<file path="src/rtl/ofm_stream_out.sv">
// ---------------------------------------------------------------------------
// ofm_stream_out
//
// Drains the output-feature-map buffer (fifo_ofm) onto a 32-bit AXI4-Stream
// master feeding the AXI DMA S2MM channel. A start pulse in IDLE begins one
// frame. The block reads the buffer one 4-byte word per read cycle at
// addresses 0, 4, 8, ... DATA_DEPTH-4 and emits one stream beat per read.
// TLAST marks the final beat, and done pulses for one cycle once that beat
// has been accepted.
//
// Optional feature (compile-time macro):
//   OFM_STREAM_BYTE_SWAP_EN  when defined, the byte order of each word is
//                            reversed so that the byte at buf_addr lands in
//                            tdata[7:0]. When undefined, tdata = buf_q, and
//                            the byte at buf_addr sits in tdata[31:24].
//
// Parameters:
//   DATA_WIDTH   byte width of one buffer entry (stream width = 4*DATA_WIDTH)
//   DATA_DEPTH   buffer entries drained per frame (multiple of 4)
//
// Ports:
//   clk            single clock, all state updates on the rising edge
//   rstn           asynchronous active-low reset
//   start          one-cycle request to drain a frame (honoured in IDLE only)
//   busy           high while this block owns the buffer read port (RUN)
//   done           one-cycle pulse after the last beat is accepted
//   buf_ce         buffer enable, high only on read cycles
//   buf_we         buffer write enable, tied low
//   buf_addr       byte address of the 4-byte read (multiple of 4)
//   buf_q          buffer read data, combinational in the read cycle
//   m_axis_tdata   stream data
//   m_axis_tvalid  stream valid
//   m_axis_tready  stream ready
//   m_axis_tlast   high on the final beat of the frame only
//   fsm_state      current FSM state (0 = IDLE, 1 = RUN) for observation
// ---------------------------------------------------------------------------
module ofm_stream_out #(
    parameter int DATA_WIDTH = 8,
    parameter int DATA_DEPTH = 2304
) (
    input  logic                    clk,
    input  logic                    rstn,
    input  logic                    start,
    output logic                    busy,
    output logic                    done,
    output logic                    buf_ce,
    output logic                    buf_we,
    output logic [11:0]             buf_addr,
    input  logic [DATA_WIDTH*4-1:0] buf_q,
    output logic [DATA_WIDTH*4-1:0] m_axis_tdata,
    output logic                    m_axis_tvalid,
    input  logic                    m_axis_tready,
    output logic                    m_axis_tlast,
    output logic [0:0]              fsm_state
);

    localparam int NUM_WORDS = DATA_DEPTH / 4;
    localparam int CNT_W     = $clog2(NUM_WORDS + 1);
    localparam int SW        = DATA_WIDTH * 4;

    localparam logic [CNT_W-1:0] LAST_IDX  = CNT_W'(NUM_WORDS - 1);
    localparam logic [CNT_W-1:0] WORDS_CNT = CNT_W'(NUM_WORDS);

    localparam logic [0:0] ST_IDLE = 1'b0;
    localparam logic [0:0] ST_RUN  = 1'b1;

    logic [0:0]       state;
    logic [CNT_W-1:0] rd_cnt;     // words read from the buffer this frame
    logic [CNT_W-1:0] tx_cnt;     // beats accepted by the stream sink
    logic [11:0]      addr_hold;  // last issued address, held between reads

    logic             rd_en;
    logic             hs;
    logic             last_hs;
    logic [31:0]      addr_wide;
    logic [11:0]      rd_addr;
    logic [SW-1:0]    word_in;

    // Stream handshake: a beat transfers on any rising edge where tvalid and
    // tready are both high. Once tvalid is raised, tdata/tlast are frozen and
    // tvalid stays high until that transfer. tvalid is a register, so it never
    // depends combinationally on tready; only the read enable looks at tready
    // so the output register can be refilled in the same cycle it drains.
    always_comb begin
        hs      = m_axis_tvalid && m_axis_tready;
        rd_en   = (state == ST_RUN) && (rd_cnt < WORDS_CNT) &&
                  (!m_axis_tvalid || m_axis_tready);
        last_hs = (state == ST_RUN) && hs && (tx_cnt == LAST_IDX);
    end

    // Byte address = word index * 4, truncated to the 12-bit buffer port.
    always_comb begin
        addr_wide = 32'({rd_cnt, 2'b00});
        rd_addr   = addr_wide[11:0];
    end

    always_comb begin
        buf_ce    = rd_en;
        buf_we    = 1'b0;
        buf_addr  = rd_en ? rd_addr : addr_hold;
        busy      = (state == ST_RUN);
        fsm_state = state;
    end

    // Word formatting. The buffer presents the byte at buf_addr in the top
    // byte lane; the DMA may want it in the bottom lane instead.
    always_comb begin
        word_in = buf_q;
`ifdef OFM_STREAM_BYTE_SWAP_EN
        for (int i = 0; i < 4; i++) begin
            word_in[i*DATA_WIDTH +: DATA_WIDTH] = buf_q[(3-i)*DATA_WIDTH +: DATA_WIDTH];
        end
`endif
    end

    // Control FSM and frame counters.
    always_ff @(posedge clk or negedge rstn) begin
        if (!rstn) begin
            state  <= ST_IDLE;
            rd_cnt <= '0;
            tx_cnt <= '0;
            done   <= 1'b0;
        end else begin
            done <= last_hs;
            case (state)
                ST_IDLE: begin
                    if (start) begin
                        state  <= ST_RUN;
                        rd_cnt <= '0;
                        tx_cnt <= '0;
                    end
                end
                ST_RUN: begin
                    // start is deliberately ignored here: no restart mid-frame.
                    if (rd_en) begin
                        rd_cnt <= rd_cnt + CNT_W'(1);
                    end
                    if (hs) begin
                        tx_cnt <= tx_cnt + CNT_W'(1);
                    end
                    if (last_hs) begin
                        state <= ST_IDLE;
                    end
                end
                default: begin
                    state <= ST_IDLE;
                end
            endcase
        end
    end

    // Stream output register. A read always refills it; a handshake without
    // a refill empties it.
    always_ff @(posedge clk or negedge rstn) begin
        if (!rstn) begin
            m_axis_tdata  <= '0;
            m_axis_tvalid <= 1'b0;
            m_axis_tlast  <= 1'b0;
            addr_hold     <= '0;
        end else if (rd_en) begin
            m_axis_tdata  <= word_in;
            m_axis_tvalid <= 1'b1;
            m_axis_tlast  <= (rd_cnt == LAST_IDX);
            addr_hold     <= rd_addr;
        end else if (hs) begin
            m_axis_tvalid <= 1'b0;
            m_axis_tlast  <= 1'b0;
        end
    end

endmodule

</file>
<file path="config.mk">
export PLATFORM = sky130hd
export DESIGN_NAME = ofm_stream_out
export DESIGN_NICKNAME = d
export VERILOG_FILES = /design/src/rtl/ofm_stream_out.sv
export SDC_FILE = /design/constraint.sdc
export NUM_CORES = 1
export LEC_CHECK = 0
export BUFFER_PORTS_ARGS = -buffer_cell sky130_fd_sc_hd__buf_4
export CAP_MARGIN = 20
export CORE_MARGIN = 10
export CORE_UTILIZATION = 55
export DETAILED_ROUTE_END_ITERATION = 6
export PLACE_DENSITY = 0.85
export SYNTH_ARGS = -nofsm -noshare
export SYNTH_HDL_FRONTEND = slang
export SYNTH_SLANG_ARGS = --single-unit
</file>
<file path="constraint.sdc">
create_clock -name clk -period 4.5 [get_ports clk]
set_clock_uncertainty 0.2 [all_clocks]
set_input_delay 0.675 -clock clk [delete_from_list [all_inputs] [get_ports clk]]
set_output_delay 0.675 -clock clk [all_outputs]
set_load 0.05 [all_outputs]
</file>
After elaboration in Yosys (flattened, before gate mapping)
Cells that the tools add are included.

Flip-flop bits (word level): 68. Output and inout bits: 51. Bits of input ports: 36. Logic and storage cells: 39.

Add/sub/neg operators: 2. Muxes and demuxes: 12. Equal/unequal tests: 5. Reduce and logical (&&, ||, !) cells: 10. Magnitude comparators: 1. Bitwise operators: 1.

Operator list (count): $pmux W10 S2 (2); $mux W10 (3); $add A10 B1 Y10 const B (2); $eq A10 B10 Y1 const B (2); $mux W12 (1); $lt A10 B10 Y1 const B (1); $logic_and A1 B1 Y1 (5); $mux W1 (5); $ne A2 B2 Y1 const B (2); $reduce_and A2 Y1 (2); $ne A2 B1 Y1 const B (1); $pmux W1 S2 (1); $reduce_bool A2 Y1 (1); $logic_not A1 Y1 (1); $logic_or A1 B1 Y1 (1); $not A1 Y1 (1).

Longest topological paths before layout
Depth in word-level cells: 5. Gate-level depth with buffers: 8. Depth with buffers taken out: 5.

Worst setup path before layout
Ideal clock, no wire load.

Path kind: flip-flop to output port. From: reg m_axis_tvalid. To: out buf_addr[10]. Cell stages (with the launch flop): 7. Path buffers: 2. Setup slack: 1.699 ns. Data required time: 3.625 ns. Data arrival time: 1.926 ns. Cells stage by stage: dfrtp_1 -> nand2b_1 -> nand3_4 -> buf_2 -> buf_1 -> nand2_1 -> nand2_1.

Cells in the longest elaborated chain, start to end: 4.

RTL lines: start, declared (RTL line 51) `output logic m_axis_tvalid,`; start signal, assigned (RTL line 157) `m_axis_tvalid <= 1'b0;`; start signal, assigned (RTL line 162) `m_axis_tvalid <= 1'b1;`; start signal, assigned (RTL line 166) `m_axis_tvalid <= 1'b0;`; $logic_not A1 Y1 (RTL line 87) `(!m_axis_tvalid || m_axis_tready);`; $logic_or A1 B1 Y1 (RTL line 87); $logic_and A1 B1 Y1 (RTL line 86) `rd_en = (state == ST_RUN) && (rd_cnt < WORDS_CNT) &&`; $mux W12; end, declared (RTL line 48) `output logic [11:0] buf_addr,`.

No other way between the ends.

Final worst setup path
From: reg rd_cnt[8]. To: out buf_addr[3].

Cells in the longest elaborated chain, start to end: 4.

RTL lines: start, declared (RTL line 68) `logic [CNT_W-1:0] rd_cnt;`; start signal, assigned (RTL line 136) `rd_cnt <= rd_cnt + CNT_W'(1);`; $lt A10 B10 Y1 (RTL line 86); $logic_and A1 B1 Y1 (2 in a row) (RTL line 86); $mux W12.

No other way between the ends.

==> results.toml <==
[final_layout]
multi_input_area_um2 = 1080
n_fill_cell = 399
ff_latch_area_um2 = 1700
final_core_util_pct = 74.0
area_growth_pct = 30.8
final_net_count = 434
drive_above_1_share_pct = 26.2
diodes = 0

[sta]
timing.hold.ws_ns = 0.214
drv_slew = 0
worst_slew_pin_slew_ns = 0.845
setup_violations = 0
final-hold-violation-count = 0
period_needed_ns = 3.26
post-route-period-util_pct = 72.5
timing.fmax_mhz = 306
finalSetupTns_ns = 0
setup_ws_ns = 1.24
rsz0062_at_grt = "no"
slew-limit-headroom_pct = 43.6

[critical_path]
crit_type = "reg2out"
crit_fanout = 27
cp-start-kind = "flop"
crit_required_ns = 3.62
critical_path_arrival_ns = 2.39
cp-end-kind = "output port"

[drt]
post_drt_wl_per_cell_um = 15.0
drcViolationCount = 0
vias_per_cell = 5.11
antenna_left = 0
drtPass1Iterations = 4
drt_wl_total_um = 7060
drtIter0Drc = 116
vias = 2408

[yosys]
synthesis.instances = 313
synth_top_cell_by_area = "dfrtp_1"
syn_avg_cell_area_um2 = 9.17
synth.most_common_cell = "nand2_1"
synth_flop_cell = "dfrtp_1"
synthDistinctLibCells = 37
synthTopCellsByCount = "151 x nand2_1, 68 x dfrtp_1, 10 x nand3_1"
synth_edf_count = 0
syn-num-nets = 351
synth_top_area_share_pct = 59.3
ys_warn_count = 0
ys_seq_area_share_pct = 59.3
ys_ff_latch = 68
netlist_area_um2 = 2870
ys_async_sr_fraction_pct = 100
synth_area_leaders = "dfrtp_1 59%, nand2_1 20%, mux2i_1 2.1%"

[power]
power.leakage_nw = 1.98
power_frac_clock_pct = 29.9
p_per_area_nw_per_um2 = 490
power_frac_comb_pct = 26.0
ir_drop_v = 0.000316
switching_share_pct = 34.4
power_switching_mw = 0.633
internal_power_mw = 1.21
seqPwrFrac_pct = 44.1

[clock_tree]
numCtsBuffers = 9
cts_resized = 0
post_cts_buffers = 0
htreeDepth = 3
cts.sinks = 68
clockBufferDepth = 2
clkLatencyLatePin_ns = 0.34
clkTransAtPathRegs_ns = 0.07
cts-root-buf = "clkbuf_8"
cts_tree = "yes"
cts_hold_buf = 0

[global_routing]
gr-usage-all-layers_pct = 17.2
grt-ovfl-total = 0
grt_pass1_vias = 2407
antenna_found_initial = 0
grt_max_degree = 69
grt_pass1_wl_um = 11800

[flow_run]
drv_cap = 0

[floorplanning]
dieWidth_um = 92.3
die_h_um = 92.3
core_area_um2 = 5070
die_area_um2 = 8510
rows = 26
ios = 87
initial_core_util_pct = 56.6

[placed_design]
gp_congestion = 0.784
dp_hpwl_um = 5010
pre_cts_slack_ns = 1.42
numPortBuffers = 85

[run_status]
status = "finished clean"

[hold_path]
hp-class = "in2async"
[per-layer routing]
metal	vias to the layer above	global-route usage (%)	wire (um)
met4	0	9.51	176
met3	14	4.48	385
met2	74	27.1	3520
li1	1182	-	-
met1	1138	21.1	2970
met5	-	0	0
[flip-flops by register name (all words and copies together), names as in the netlist]
| register | cells |
|---|---|
| m_axis_tdata | 32 |
| addr_hold | 12 |
| rd_cnt | 10 |
| tx_cnt | 10 |
| busy | 1 |
| done | 1 |
| m_axis_tlast | 1 |
| m_axis_tvalid | 1 |
[cell families (layout without fill, tap and decap cells)]
family	count (synthesis)	count (layout)	synth area share, %
xor+xnor	4	4	1.22
simple gates	192	192	28.0
fa+ha+maj	2	2	0.871
other cells	1	1	0.131
compound gates	21	21	5.32
flops	68	68	59.3
mux	6	6	2.09
buf+inv	19	107	3.09
[cell type report]
type,instances,share of cell area [%]
clock buffer,12,3.86
clock inverter,4,1.93
multi-input combinational,226,28.8
inverter,4,0.400
timing repair buffer,87,17.4
sequential,68,45.3
tap,70,2.33
[path summary, 6_finish.rpt]
| path | startpoint | to | slack, ns | cells after the start |
|---|---|---|---|---|
| max | rd_cnt[8] | buf_addr[3] | 1.24 | 6 |
| min | rstn | done | 0.21 | 1 |
| max reg2reg | rd_cnt[8] | rd_cnt[2] | 1.99 | 6 |
| min reg2reg | addr_hold[2] | addr_hold[2] | 0.28 | 2 |
| max in group asynchronous | rstn | addr_hold[11] | 3.31 | 1 |
| min in group clk | addr_hold[2] | addr_hold[2] | 0.28 | 2 |
[critical path: stages, from the launching register on]
cell	delay, ns
dfrtp_1	0.48
o31ai_4	0.37
nand3_4	0.10
inv_1	0.64
nand2_1	0.14
nand2_1	0.11
buf_4	0.20
[power groups by stage]
stage	registers (mW)	clock network (mW)	logic, mW
floorplan	0.883	0	0.252
global placement	0.816	0	0.468
detailed placement	0.818	0	0.483
CTS	0.809	0.556	0.485
global route	0.826	0.590	0.526
finish	0.810	0.550	0.478
[cell usage in the layout (no fill, tap or decap), types with 2 or more instances in the layout]
master and count:
o21ai_0 8, nor2_1 8, or4_1 2, nor3_1 4, or2_2 2, and2_1 3, xor2_1 2, ha_1 2
nand3_1 10, bufinv_16 2, o22ai_1 4, and3_1 4, clkbuf_1 2, clkbuf_8 10, buf_4 87, dfrtp_1 68
nand2_1 151, xnor2_1 2, inv_1 4, mux2i_1 6, o211ai_1 2
[through the flow]
stage	area, um^2	power (mW)	cells
after global placement	3540	1.28	455
after global routing	3760	1.94	471
final	3760	1.84	471
after floorplan	2870	1.13	313
after CTS	3760	1.85	471
after detailed placement	3540	1.30	455
Power figures use the tool's default switching activity.
